File: src/rtl/sw_debouncer.sv
// Slide-switch conditioner: two-flop synchronizer, then a per-bit bounce filter that
// accepts a new level after DB_LIMIT consecutive mismatching samples and pulses on each edge.
//   state     | meaning
//   ST_STABLE | synchronized input equals accepted level; counter parked at 0
//   ST_CHECK  | input differs from accepted level; counting consecutive mismatches
module sw_debouncer #(
    parameter int NB_SW         = 4,
    parameter int NB_DB_COUNTER = 20,
    parameter int DB_LIMIT      = 1000000
) (
    input  logic             clock,
    input  logic             i_reset,
    input  logic [NB_SW-1:0] i_sw,
    output logic [NB_SW-1:0] o_sw,
    output logic [NB_SW-1:0] o_sw_rise,
    output logic [NB_SW-1:0] o_sw_fall
);

    localparam logic [NB_DB_COUNTER-1:0] LP_CNT_LAST = NB_DB_COUNTER'(DB_LIMIT - 1);
    localparam logic [NB_DB_COUNTER-1:0] LP_CNT_ONE  = NB_DB_COUNTER'(1);

    typedef enum logic {
        ST_STABLE = 1'b0,
        ST_CHECK  = 1'b1
    } state_t;

    logic [NB_SW-1:0]         r_sync1;
    logic [NB_SW-1:0]         r_sync2;
    logic [NB_SW-1:0]         r_sw;
    logic [NB_SW-1:0]         r_rise;
    logic [NB_SW-1:0]         r_fall;
    state_t                   r_state      [NB_SW];
    logic [NB_DB_COUNTER-1:0] r_cnt        [NB_SW];

    logic [NB_SW-1:0]         w_sw_next;
    logic [NB_SW-1:0]         w_rise_next;
    logic [NB_SW-1:0]         w_fall_next;
    state_t                   w_state_next [NB_SW];
    logic [NB_DB_COUNTER-1:0] w_cnt_next   [NB_SW];

    // Plain flop-to-flop synchronizer; only r_sync2 is consumed.
    always_ff @(posedge clock or posedge i_reset) begin
        if (i_reset) begin
            r_sync1 <= '0;
            r_sync2 <= '0;
        end else begin
            r_sync1 <= i_sw;
            r_sync2 <= r_sync1;
        end
    end

    always_ff @(posedge clock or posedge i_reset) begin
        if (i_reset) begin
            r_sw   <= '0;
            r_rise <= '0;
            r_fall <= '0;
            for (int i = 0; i < NB_SW; i++) begin
                r_state[i] <= ST_STABLE;
                r_cnt[i]   <= '0;
            end
        end else begin
            r_sw   <= w_sw_next;
            r_rise <= w_rise_next;
            r_fall <= w_fall_next;
            for (int i = 0; i < NB_SW; i++) begin
                r_state[i] <= w_state_next[i];
                r_cnt[i]   <= w_cnt_next[i];
            end
        end
    end

    always_comb begin
        w_sw_next   = r_sw;
        w_rise_next = '0;
        w_fall_next = '0;
        for (int i = 0; i < NB_SW; i++) begin
            w_state_next[i] = r_state[i];
            w_cnt_next[i]   = r_cnt[i];
            case (r_state[i])
                ST_STABLE: begin
                    if (r_sync2[i] != r_sw[i]) begin
                        w_state_next[i] = ST_CHECK;
                        w_cnt_next[i]   = LP_CNT_ONE;
                    end else begin
                        w_cnt_next[i]   = '0;
                    end
                end
                ST_CHECK: begin
                    if (r_sync2[i] == r_sw[i]) begin
                        // Bounced back: qualification restarts from zero.
                        w_state_next[i] = ST_STABLE;
                        w_cnt_next[i]   = '0;
                    end else if (r_cnt[i] == LP_CNT_LAST) begin
                        w_state_next[i] = ST_STABLE;
                        w_cnt_next[i]   = '0;
                        w_sw_next[i]    = r_sync2[i];
                        w_rise_next[i]  = r_sync2[i];
                        w_fall_next[i]  = ~r_sync2[i];
                    end else begin
                        w_cnt_next[i]   = r_cnt[i] + LP_CNT_ONE;
                    end
                end
                default: begin
                    w_state_next[i] = ST_STABLE;
                    w_cnt_next[i]   = '0;
                end
            endcase
        end
    end

    assign o_sw      = r_sw;
    assign o_sw_rise = r_rise;
    assign o_sw_fall = r_fall;

endmodule

File: config.mk
export PLATFORM = sky130hd
export DESIGN_NAME = sw_debouncer
export DESIGN_NICKNAME = d
export VERILOG_FILES = /design/src/rtl/sw_debouncer.sv
export SDC_FILE = /design/constraint.sdc
export NUM_CORES = 1
export LEC_CHECK = 0
export ABC_AREA = 1
export BUFFER_PORTS_ARGS = -buffer_cell sky130_fd_sc_hd__buf_2
export CORE_MARGIN = 4
export CORE_UTILIZATION = 60
export CTS_BUF_LIST = sky130_fd_sc_hd__clkbuf_4
export DETAILED_ROUTE_END_ITERATION = 10
export PLACE_DENSITY_LB_ADDON = 0.15
export SYNTH_ARGS = -nofsm -noshare
export SYNTH_HDL_FRONTEND = slang
export SYNTH_SLANG_ARGS = --single-unit
File: constraint.sdc
create_clock -name clock -period 3.56 [get_ports clock]
set_input_delay 0.356 -clock clock [delete_from_list [all_inputs] [get_ports clock]]
set_output_delay 0.356 -clock clock [all_outputs]
set_load 0.1 [all_outputs]
Yosys cells after proc, flatten, opt, wreduce, memory -nomap -nowiden
Cells that the tools add are included.

Multiplexer cells: 56. Equality and inequality tests: 12. $add $sub $neg: 4. Reduce and logical (&&, ||, !) cells: 4. Bitwise gates (word level): 12.

Operators by type and width (number): two-way mux 20 bit (8); case mux 20 bit (2 select lines) (4); adder 20 x 1 -> 20 bit (second input constant) (4); == test 20 bit (second input constant) (4); two-way mux 1 bit (40); NOT 1 bit (12); AND reduction 3 bit (4); case mux 1 bit (2 select lines) (4); == test 1 bit (4); != test 1 bit (4).

Logic and storage cells: 104. Output and inout bits: 12. Bits in registers: 104.

Longest topological paths before layout
Depth after elaboration: 4. Mapped depth: 10. Depth with buffers taken out: 10.

Worst setup path before layout
Ideal clock, no wire load.

Kind: reg2reg. From: register r_sw[3] (netlist: o_sw[3]). To: register r_cnt[14] (netlist bit). Data arrival time: 1674 ps. Clock period less this slack: 1745 ps. Library setup time: 71 ps. Stages on the path, launching flop included: 6. Slack: 1815 ps. Cell sequence: dfrtp_1 -> xnor2_1 -> nor2_4 -> nand2_4 -> buf_6 -> nor2_1.

RTL lines: from (decl) (RTL line 29) `logic [NB_SW-1:0] r_sw;`; from (signal assigned) (RTL line 62) `r_sw <= w_sw_next;`; to (signal, indexed assignment) (RTL line 67) `r_cnt[i] <= w_cnt_next[i];`; to (decl) (RTL line 33) `logic [NB_DB_COUNTER-1:0] r_cnt [NB_SW];`.

Worst setup path in the final report
From: register r_sw[1] (netlist: o_sw[1]). To: output o_sw[1].

RTL lines: to (decl) (RTL line 14) `output logic [NB_SW-1:0] o_sw,`.

No word-level cell between the ends.

==> out/metrics.cfg <==
[route]
drt-total-wl_mm=10.2
firstDrtPassIters=5
drtAntennaViolNets=0
drt_iter0_drc=189
vias_per_cell=5.11
post_drt_wl_per_cell_microns=12.2
drcViolationCount=0
num_vias=4280

[critical_path]
crit_path_start_kind=register
path_cells=buf_2
slowest_stage=buf_2
crit_buf_inv=1
arrival_ns=1.32
crit_fanout=3
critPathTopFamily=buffers and inverters
endpoint_kind=output port
crit_required_ns=3.20
max_stage_delay_ns=0.45
critPathKind=reg -> out

[synth]
yosys-top-cells-area=dfrtp_1 (47%), nor2_1 (12%), nand2_1 (11%)
synth_top_family_by_area=simple AND/OR/NAND/NOR gates
syn_avg_cell_area_sq_um=7.92
synth_compound_area_share_pct=1.72
yosysSeqAreaShare_pct=47.1
synth-simple-area-share_pct=36.6
synth_xor_area_share_pct=7.14
yosysWarnings=0
syn-cell-area_sq_um=5520
synthCells=697
yosysTopAreaCell=dfrtp_1
yosysTopAreaCellShare_pct=47.1
synthMuxAreaShare_pct=0
syn_nets=707
synth-seq-cells=104
ys_types=29
synth_fa_ha_area_share_pct=0.907

[final_layout]
stdcell_count=837
antenna_cells=0
fill_cells=792
area_delta_synth_final_pct=6.19
multiInputGateArea_sq_um=2560
drive_gt1_share_pct=11.0
seqCellArea_sq_um=2600
layout.nets=734

[timing]
fin_crit_sh_pct=47.1
tightestPinTransition_ns=0.698
hold_violations=2
tns_ns=0
finClkSkew_ns=0.0144
fin_hold_ws_ns=-0.00149
fmax_ghz=0.596
rsz0062_at_grt=false
slew_violations=0
relSlewSlack_pct=53.5
period_needed_ns=1.68
setup_viol=0

[grt]
grt_overflow_total=0
grt_use_total_pct=20.3
grt_max_degree=60
antenna_found_initial=0
grt_pass1_wl_mm=18.3
grt_pass1_vias=4223

[power]
p_total_uw=1910
ir_worst_vdd_v=0.000212
pwr_density_cell_nw_per_um2=326
leakage_uw=0.00263

[floorplan]
dieHeight_microns=104
start_util_pct=62.4
fp.dieW_microns=104
rows=34
die_area_sq_um=10800
core_area_sq_um=8850
num_io_pins=18

[clocking]
cts-root-buf=clkbuf_4
cts_tree=yes
numCtsBuffers=9
clk_pin_slew_ns=0.16
htree_levels=3
clock_latency_ns=0.45
post_cts_buffers=0
clkSinkCount=104
cts_buffer_depth=2

[flow_run]
cap_viol_max_count=0

[min_path]
hp-class=in -> async

[run_status]
status=complete, but fails checks
violations=hold timing

[placed_design]
dp.cells=817
hpwl_mm=7.63
gp_congestion=0.891
port_buffers=17

[final timing paths]
check                                     start                   end  slack (ns)  cells after the start
setup / recovery            o_sw[1]$_DFFE_PP0P_               o_sw[1]        1.88                      1
hold / removal                          i_reset   r_cnt[34]$_DFF_PP0_      -0.001                      2
setup reg to reg             r_cnt[0]$_DFF_PP0_   r_cnt[17]$_DFF_PP0_        1.97                      8
hold reg to reg            r_sync1[0]$_DFF_PP0_  r_sync2[0]$_DFF_PP0_        0.37                      0
max in group asynchronous               i_reset   r_cnt[45]$_DFF_PP0_        2.77                      3
min in group clock         r_sync1[0]$_DFF_PP0_  r_sync2[0]$_DFF_PP0_        0.37                      0
[stage by stage]
step / hold slack (ns) / utilization (%) / area (sq um) / worst slack [ns]
after floorplan: 0.331 / - / 5520 / 0.472
after global placement: 0.332 / 64.3 / 5690 / 2.07
after detailed placement: 0.336 / 64.3 / 5690 / 1.99
after CTS: 0.00959 / 66.2 / 5860 / 1.84
after global routing: 0.0269 / 66.2 / 5860 / 1.78
final: -0.00149 / 66.2 / 5860 / 1.88
[synthesized netlist by cell type (all sizes together)]
master,number
a21oi,10
inv,76
nor3b,1
nor2,189
ha,4
xnor2,12
dfrtp,104
or2,1
o21ai,6
nand2,168
nand3b,1
buf,7
o21bai,2
nand3,37
xor2,33
and2,7
nand4,25
nor3,14
[timing repair]
item	4_1_cts	5_1_grt
gates resized for setup	0	0
hold buffers	4	0
endpoints found under the hold margin	4	0
setup endpoints to repair	0	0
[metal layers]
layer | global-route usage (%) | routed length [microns] | vias to the layer above
met5 | 0 | 0 | -
met4 | 4.84 | 77 | 0
met3 | 4.66 | 286 | 6
met2 | 34.7 | 4980 | 56
met1 | 26.5 | 4880 | 2002
li1 | - | - | 2216
[cells by family after synthesis]
family          after synthesis
buf+inv                      83
simple gates                443
compound gates               18
xor+xnor                     45
flops                       104
fa+ha+maj                     4
[final cells by class]
| type | instances | area share [%] |
|---|---|---|
| clock buffer | 9 | 1.15 |
| clock inverter | 7 | 1.15 |
| inverter | 76 | 4.91 |
| multi-input combinational | 510 | 43.7 |
| sequential | 104 | 44.4 |
| tap | 108 | 2.31 |
| timing repair buffer | 23 | 2.39 |
[flip-flops by register name (all words and copies together) (netlist names)]
name / cells
o_sw_rise: 4
r_sync1: 4
o_sw: 4
r_cnt: 80
o_sw_fall: 4
r_state: 4
r_sync2: 4
[cells in the final DEF (no fill, tap or decap), types with 2 or more instances in the layout]
master,netlist,routed
nand2_4,4,4
buf_4,2,2
nand3_1,30,30
dfrtp_1,104,104
nand4_1,25,25
xor2_1,33,33
nor3_2,3,3
dlygate4sd3_1,0,4
ha_1,4,4
inv_1,73,72
and2_1,5,5
o21bai_1,2,2
nor3_4,3,3
o21ai_0,6,6
inv_2,3,3
nor2_2,6,6
a21oi_1,10,10
nor2_4,7,7
nor3_1,8,8
inv_6,0,2
nor2_1,176,176
nand2_2,8,8
clkbuf_4,0,9
nand3_2,7,7
nand2_1,156,156
clkinv_4,0,3
buf_2,0,17
xnor2_1,12,12
[power by group]
| group | switching (uW) | internal [uW] |
|---|---|---|
| Clock | 414 | 159 |
| Combinational | 84.5 | 32.4 |
| Sequential | 17.8 | 1200 |
No activity file was read; power rests on OpenSTA's default activity.
